### src/rtl/sha256_block_sequencer.sv
`timescale 1ns/1ps
`default_nettype none
// ============================================================================
//  Module   : sha256_block_sequencer
//  Purpose  : Feeds 512-bit padded message blocks to an external SHA-256
//             round engine. It tracks the chaining value across the blocks of
//             a message and presents the final digest. A watchdog aborts a
//             message whose round engine never answers.
//  Ports    : clk, reset (sync, active-low)
//             blk_valid/blk_ready/blk_data/blk_last : block input handshake
//             core_start/core_block/core_hin        : round engine launch
//             core_done/core_digest                 : round engine result
//             digest_valid/digest_ready/digest      : final digest handshake
//             blk_count : blocks completed in current message
//             error     : sticky watchdog timeout flag
//  Revision : 1.0 - initial release
// ============================================================================
module sha256_block_sequencer #(
  parameter int TIMEOUT_CYCLES = 48,
  parameter int CNT_W          = 16
) (
  input  logic             clk,
  input  logic             reset,
  input  logic             blk_valid,
  output logic             blk_ready,
  input  logic [511:0]     blk_data,
  input  logic             blk_last,
  output logic             core_start,
  output logic [511:0]     core_block,
  output logic [255:0]     core_hin,
  input  logic             core_done,
  input  logic [255:0]     core_digest,
  output logic             digest_valid,
  input  logic             digest_ready,
  output logic [255:0]     digest,
  output logic [CNT_W-1:0] blk_count,
  output logic             error
);

  localparam logic [255:0] c_IV =
    256'h6a09e667_bb67ae85_3c6ef372_a54ff53a_510e527f_9b05688c_1f83d9ab_5be0cd19;
  localparam int c_WD_W = $clog2(TIMEOUT_CYCLES) + 1;
  localparam logic [c_WD_W-1:0] c_WD_LIMIT = c_WD_W'(TIMEOUT_CYCLES - 1);

  typedef enum logic [1:0] {
    S_IDLE  = 2'd0,
    S_START = 2'd1,
    S_WAIT  = 2'd2,
    S_DONE  = 2'd3
  } state_t;

  state_t            r_state;
  state_t            w_state_nxt;
  logic              r_new_msg;
  logic              r_last;
  logic              r_digest_valid;
  logic              r_error;
  logic [511:0]      r_core_block;
  logic [255:0]      r_core_hin;
  logic [255:0]      r_digest;
  logic [CNT_W-1:0]  r_blk_count;
  logic [c_WD_W-1:0] r_wdog;
  logic [c_WD_W-1:0] w_wdog_inc;
  logic              w_ready;
  logic              w_start;
  logic              w_accept;
  logic              w_take;
  logic              w_timeout;

  assign w_wdog_inc = r_wdog + c_WD_W'(1);

  always_comb begin
    w_state_nxt = r_state;
    w_ready     = 1'b0;
    w_start     = 1'b0;
    w_accept    = 1'b0;
    w_take      = 1'b0;
    w_timeout   = 1'b0;
    case (r_state)
      S_IDLE: begin
        w_ready = 1'b1;
        if (blk_valid) begin
          w_accept    = 1'b1;
          w_state_nxt = S_START;
        end
      end
      S_START: begin
        w_start     = 1'b1;
        w_state_nxt = S_WAIT;
      end
      S_WAIT: begin
        // A completion on the limit cycle wins over the timeout.
        if (core_done) begin
          w_take      = 1'b1;
          w_state_nxt = r_last ? S_DONE : S_IDLE;
        end else if (w_wdog_inc == c_WD_LIMIT) begin
          w_timeout   = 1'b1;
          w_state_nxt = S_IDLE;
        end
      end
      S_DONE: begin
        if (digest_ready) begin
          w_state_nxt = S_IDLE;
        end
      end
      default: w_state_nxt = S_IDLE;
    endcase
  end

  always_ff @(posedge clk) begin
    if (!reset) begin
      r_state        <= S_IDLE;
      r_new_msg      <= 1'b1;
      r_last         <= 1'b0;
      r_digest_valid <= 1'b0;
      r_error        <= 1'b0;
      r_core_block   <= '0;
      r_core_hin     <= c_IV;
      r_digest       <= '0;
      r_blk_count    <= '0;
      r_wdog         <= '0;
    end else begin
      r_state <= w_state_nxt;
      if (w_accept) begin
        r_core_block <= blk_data;
        r_last       <= blk_last;
        if (r_new_msg) begin
          r_core_hin  <= c_IV;
          r_blk_count <= '0;
        end
      end
      if (w_start) begin
        r_wdog <= '0;
      end else if (r_state == S_WAIT && !core_done) begin
        r_wdog <= w_wdog_inc;
      end
      if (w_take) begin
        r_core_hin  <= core_digest;
        r_blk_count <= r_blk_count + CNT_W'(1);
        if (r_last) begin
          r_digest       <= core_digest;
          r_digest_valid <= 1'b1;
          r_new_msg      <= 1'b1;
        end else begin
          r_new_msg <= 1'b0;
        end
      end
      if (w_timeout) begin
        // Abort: next accepted block restarts from the IV.
        r_error   <= 1'b1;
        r_new_msg <= 1'b1;
      end
      if (r_state == S_DONE && digest_ready) begin
        r_digest_valid <= 1'b0;
      end
    end
  end

  assign blk_ready    = w_ready;
  assign core_start   = w_start;
  assign core_block   = r_core_block;
  assign core_hin     = r_core_hin;
  assign digest_valid = r_digest_valid;
  assign digest       = r_digest;
  assign blk_count    = r_blk_count;
  assign error        = r_error;

endmodule
`default_nettype wire

### config.mk
export PLATFORM = sky130hd
export DESIGN_NAME = sha256_block_sequencer
export DESIGN_NICKNAME = d
export VERILOG_FILES = /design/src/rtl/sha256_block_sequencer.sv
export SDC_FILE = /design/constraint.sdc
export NUM_CORES = 2
export LEC_CHECK = 0
export CORE_AREA = 3 3 699 701
export DETAILED_ROUTE_END_ITERATION = 8
export DIE_AREA = 0 0 702 704
export MAX_ROUTING_LAYER = met4
export PLACE_DENSITY = 0.3
export RECOVER_POWER = 50
export SYNTH_ARGS = -nofsm -noshare
export SYNTH_HDL_FRONTEND = slang
export SYNTH_SLANG_ARGS = --single-unit
### constraint.sdc
create_clock -name clk -period 1.8 [get_ports clk]
set_clock_uncertainty 0.05 [all_clocks]
set_input_delay 0.36 -clock clk [delete_from_list [all_inputs] [get_ports clk]]
set_output_delay 0.36 -clock clk [all_outputs]
set_load 0.005 [all_outputs]
; Word level (Yosys, flattened, before mapping)
; Cells that the tools add are included.
[op_classes]
n_addsub = 2
n_eq_ne = 7
n_mux = 22
bitwise = 1
reduce_logical = 12
[ops]
columns = op, count
row1 = $mux W256, 3
row2 = $mux W16, 3
row3 = $add A16 B1 Y16 const B, 1
row4 = $mux W1, 10
row5 = $mux W2, 5
row6 = $pmux W2 S4, 1
row7 = $add A7 B1 Y7 const B, 1
row8 = $eq A7 B6 Y1 const B, 1
row9 = $reduce_or A2 Y1, 3
row10 = $eq A2 B2 Y1 const B, 2
row11 = $ne A2 B2 Y1 const B, 2
row12 = $reduce_and A2 Y1, 2
row13 = $reduce_bool A2 Y1, 2
row14 = $ne A3 B3 Y1 const B, 1
row15 = $reduce_and A3 Y1, 1
row16 = $eq A2 B1 Y1 const B, 1
row17 = $logic_and A1 B1 Y1, 2
row18 = $logic_not A2 Y1, 1
row19 = $logic_not A1 Y1, 1
row20 = $not A1 Y1, 1
[totals]
regBits = 1053
in_bits = 774
output_inout_bits = 1044
wordCells = 54

; Logic depth before layout (Yosys ltp)
[logic_depth]
ltp_word = 6
depth_mapped = 9

; Worst setup path after synthesis
; No wires, ideal clock.
[synth_timing]
path_type = input to register
start = input port core_done
end = register r_new_msg
setup_ps = 122
arrival_ps = 1417
required_time_ps = 1628
slack_ps = 211
path_stages = 9
path_cell_list = buf_2 -> nand2_1 -> or2_1 -> buf_2 -> buf_4 -> buf_2 -> nand2_1 -> a21oi_1 -> o31ai_1
[synth_between]
elab_chain_len = 3
word_cells_on_any_way = 5
classes_between = mux: 4 / reduce/logical: 1
[synth_rtl]
columns = item, line_no
row1 = from (decl), 31  ; input logic core_done,
row2 = $mux W1, 93  ; if (core_done) begin
row3 = $mux W1, 79  ; case (r_state)
row4 = $reduce_or A2 Y1 (no source line), --
row5 = to (signal assigned), 113  ; r_new_msg <= 1'b1;
row6 = to (signal assigned), 143  ; r_new_msg <= 1'b1;
row7 = to (signal assigned), 145  ; r_new_msg <= 1'b0;
row8 = to (decl), 54  ; logic r_new_msg;
; Several ways; a longest one is shown, not always the timed one.
; A chain may end at the register's enable or synchronous reset.

; Final worst setup path
[layout_timing]
start = register r_state[1]
end = output port core_start
[layout_between]
elab_chain_len = 2
[layout_rtl]
columns = item, line_no
row1 = from (decl), 52  ; state_t r_state;
row2 = from (signal assigned), 123  ; r_state <= w_state_nxt;
row3 = $eq A2 B1 Y1, 79
row4 = $mux W1, 79
row5 = to (decl), 28  ; output logic core_start,
; No other way between the ends.

==> flow_summary.json <==
{
  "status": "finished, violations left",
  "grt_pass1_vias": 43531,
  "hold_violations": 0,
  "critPathTopFamily": "buffers and inverters",
  "pin_count": 1818,
  "maxCapViolCount": 0,
  "ys.flop_type": "dfxtp_1",
  "reg2regPathDepth": 10,
  "hold-path-cell-count": 3,
  "swShare_pct": 29.5,
  "clock-sinks": 1053,
  "synthCells": 4447,
  "ys_seq_elements": 1053,
  "synth_xor_area_share_pct": 0.205,
  "ys_types": 50,
  "die_h_microns": 704,
  "io_buffers": 1817,
  "placedCellCount": 12614,
  "synth_simple_gate_area_share_pct": 21.5,
  "final_cell_mix": "1665 x nand2_1, 780 x dfxtp_2, 772 x clkdlybuf4s50_1",
  "ant_nets": 0,
  "fin_cells": 13590,
  "cts_tree": "done",
  "arrival_ns": 1.73,
  "setup_ws_ns": -0.342,
  "drtIter0Drc": 2445,
  "pwr-share-seq_pct": 35.1,
  "insertion_delay_ns": 0.84,
  "htree_levels": 4,
  "gp_congestion": 0.910,
  "fill_cells": 54182,
  "startpoint_type": "register",
  "synthAdderAreaFrac_pct": 0.0976,
  "crit_chain": "buf_6, buf_6, nor2_4, buf_12",
  "power_frac_comb_pct": 20.3,
  "drt-pass1-iter-count": 7,
  "p_int_mw": 51.2,
  "clk_path_buf_depth": 4,
  "initial_core_util_pct": 7.97,
  "ir_worst_vdd_uv": 682,
  "drc": 0,
  "ys_seq_area_share_pct": 54.8,
  "worstMarginPinSlew_ns": 0.627,
  "relSlewSlack_pct": 57.9,
  "total_leakage_power_nw": 31.0,
  "p_per_area_mw_per_mm2": 889,
  "clockRootBuffer": "clkbuf_16",
  "cts_buffers": 154,
  "worst-path-max-fanout": 3,
  "max_stage_delay_ns": 0.33,
  "syn_to_final_growth_pct": 113,
  "layout-drive-gt1-share_pct": 40.8,
  "r2r_end": "core_block[69]",
  "setup_viol": 948,
  "core_area_sq_mm": 0.482,
  "viasPerCell": 3.18,
  "crit_path_frequent_cell": "buf_6",
  "critPathKind": "register to primary output",
  "avgSynthCellArea_sq_um": 8.65,
  "synth_top_family_by_area": "simple AND/OR/NAND/NOR gates",
  "layout_commonest_cell": "nand2_1",
  "clk_pin_slew_ns": 0.06,
  "final_nets": 7759,
  "grt-ovfl-total": 0,
  "finalSetupTns_ns": -106.23,
  "synthArstFlopShare_pct": 0,
  "critPathSlowestCell": "dfxtp_2",
  "cp.required_ns": 1.39,
  "end_kind": "primary output",
  "rows": 255,
  "reg2reg_slack_ns": -0.33,
  "vias": 43198,
  "wl_per_cell_microns": 29.4,
  "reg2reg_from": "r_state[1]",
  "wl_mm": 399,
  "synth_compound_area_share_pct": 18.9,
  "synth.mux.area_fraction_pct": 0.0781,
  "holdPathEnd": "digest[76]",
  "yosys_warnings": 0,
  "groute.usage.overall_pct": 15.2,
  "hp-class": "primary input to register",
  "clockPowerShare_pct": 44.6,
  "die_w_microns": 702,
  "rsz0062_at_grt": "true",
  "synth.net_count": 5224,
  "hold_path.startpoint": "core_digest[76]",
  "antenna_found_initial": 142,
  "slew_violations": 0,
  "hpwl_mm": 325,
  "grt_pass1_wl_mm": 478,
  "post-route-min-period_ns": 2.14,
  "fmax_mhz": 467,
  "power.switching_mw": 21.5,
  "grt_max_degree": 74,
  "worst-path-buf-inv": 3,
  "violations": "negative setup slack",
  "finalCritPeriodShare_pct": 119,
  "fp.dieArea_sq_mm": 0.494,
  "synth_edf_count": 0,
  "syn_area_sq_mm": 0.0385
}
[layout make-up]
cell class | instances | area (sq um) | area share [%]
Antenna cell | 69 | 173 | 0.211
Clock inverter | 51 | 806 | 0.985
Timing Repair Buffer | 2727 | 29200 | 35.6
Multi-Input combinational cell | 3043 | 16800 | 20.5
Tap cell | 6425 | 8040 | 9.82
Inverter | 3 | 11.3 | 0.0138
Sequential cell | 1053 | 22500 | 27.4
Clock buffer | 219 | 4410 | 5.39
[cell families (layout without fill, tap and decap cells)]
| group | count (synthesis) | count (layout) |
|---|---|---|
| flip-flops | 1053 | 1053 |
| XOR/XNOR | 9 | 9 |
| other | 0 | 69 |
| multiplexers | 3 | 3 |
| AO/OA/AOI/OAI | 984 | 984 |
| buffers and inverters | 351 | 3000 |
| AND/OR/NAND/NOR | 2044 | 2044 |
| adder cells (fa/ha/maj) | 3 | 3 |
[Yosys cell counts (2+ instances only)]
cell | number | area [sq um]
nand2_1 | 1778 | 6670
dfxtp_1 | 1053 | 21100
a21boi_1 | 461 | 3460
a21boi_0 | 310 | 2330
buf_2 | 157 | 786
clkbuf_1 | 147 | 552
nor2b_1 | 123 | 769
a22oi_1 | 122 | 916
nand3_1 | 89 | 445
o22ai_1 | 56 | 350
buf_4 | 29 | 218
nor2_1 | 15 | 56.3
o21ai_0 | 14 | 70.1
buf_6 | 11 | 124
xor2_1 | 7 | 61.3
and2_1 | 6 | 37.5
nand4_1 | 6 | 37.5
a21oi_1 | 5 | 25.0
a31oi_1 | 5 | 31.3
and3_1 | 4 | 25.0
buf_1 | 4 | 15.0
nand2b_1 | 4 | 25.0
ha_1 | 3 | 37.5
inv_1 | 3 | 11.3
mux2i_1 | 3 | 30.0
and4_1 | 2 | 17.5
nand4b_1 | 2 | 17.5
nor2_2 | 2 | 12.5
o211a_1 | 2 | 20.0
o21a_1 | 2 | 15.0
o21ai_1 | 2 | 10.0
xnor2_1 | 2 | 17.5
[power by group through the flow]
stage	clock network, mW	registers (mW)	logic, mW
finish	32.5	25.5	14.7
global route	34.6	25.7	15.6
CTS	34.0	25.5	13.1
detailed placement	0	25.8	11.9
global placement	0	25.8	11.9
floorplan	0	25.6	3.18
[flip-flops by register name, indices dropped and copies added, names as in the netlist]
signal / cells
digest: 256
digest_valid: 1
core_block: 512
r_last: 1
r_state: 2
error: 1
r_new_msg: 1
core_hin: 256
r_wdog: 7
blk_count: 16
[routing by layer]
| layer | vias to the layer above | part of all wire, % | global-route usage [%] |
|---|---|---|---|
| li1 | 19803 | - | - |
| met1 | 21255 | 37 | 15.2 |
| met2 | 1665 | 51 | 27.0 |
| met3 | 475 | 9.2 | 6.04 |
| met4 | 0 | 3.6 | 4.62 |
| met5 | - | 0 | - |
[worst reg2reg max path: stages (launching register included)]
cell and delay, ns:
dfxtp_2 0.33, buf_4 0.13, buf_6 0.11, nor3b_4 0.22, buf_12 0.19, buf_12 0.17
buf_16 0.19, buf_12 0.24, clkbuf_16 0.20, nand2_4 0.06, a21boi_2 0.12
[stage by stage]
stage / area (sq um) / setup WS (ns) / hold WS (ns) / util [%] / total power [mW]
2_1_floorplan: 38500 / 0.211 / 0.399 / - / 28.8
3_3_place_gp: 66000 / -0.540 / 0.391 / 13.7 / 37.6
3_5_place_dp: 66000 / -0.559 / 0.395 / 13.7 / 37.7
4_1_cts: 78000 / -0.531 / 0.000156 / 16.2 / 72.6
5_1_grt: 81800 / -0.482 / 0.0450 / 17.0 / 75.8
6_report: 81800 / -0.342 / 0.113 / 17.0 / 72.7
[timing repair]
item,CTS,global route
cloned,0,73
endpoints found under the setup margin,1701,1542
setup buffers,112,43
hold buffers,413,0
pin swaps,1,112
gates resized for setup,5412,431
endpoints found under the hold margin,457,0
[worst max-delay path by stage]
| stage | startpoint | endpoint | slack, ns | cells after the start |
|---|---|---|---|---|
| after floorplan | core_done | r_new_msg | 0.21 | 9 |
| final | r_state[1] | core_start | -0.34 | 4 |
| after detailed placement | blk_valid | core_block[167] | -0.56 | 7 |
| after CTS | r_state[1] | core_start | -0.53 | 4 |
| after global placement | blk_valid | core_block[167] | -0.54 | 7 |
| after global routing | r_state[1] | core_start | -0.48 | 4 |
No activity file was read; power rests on OpenSTA's default activity.
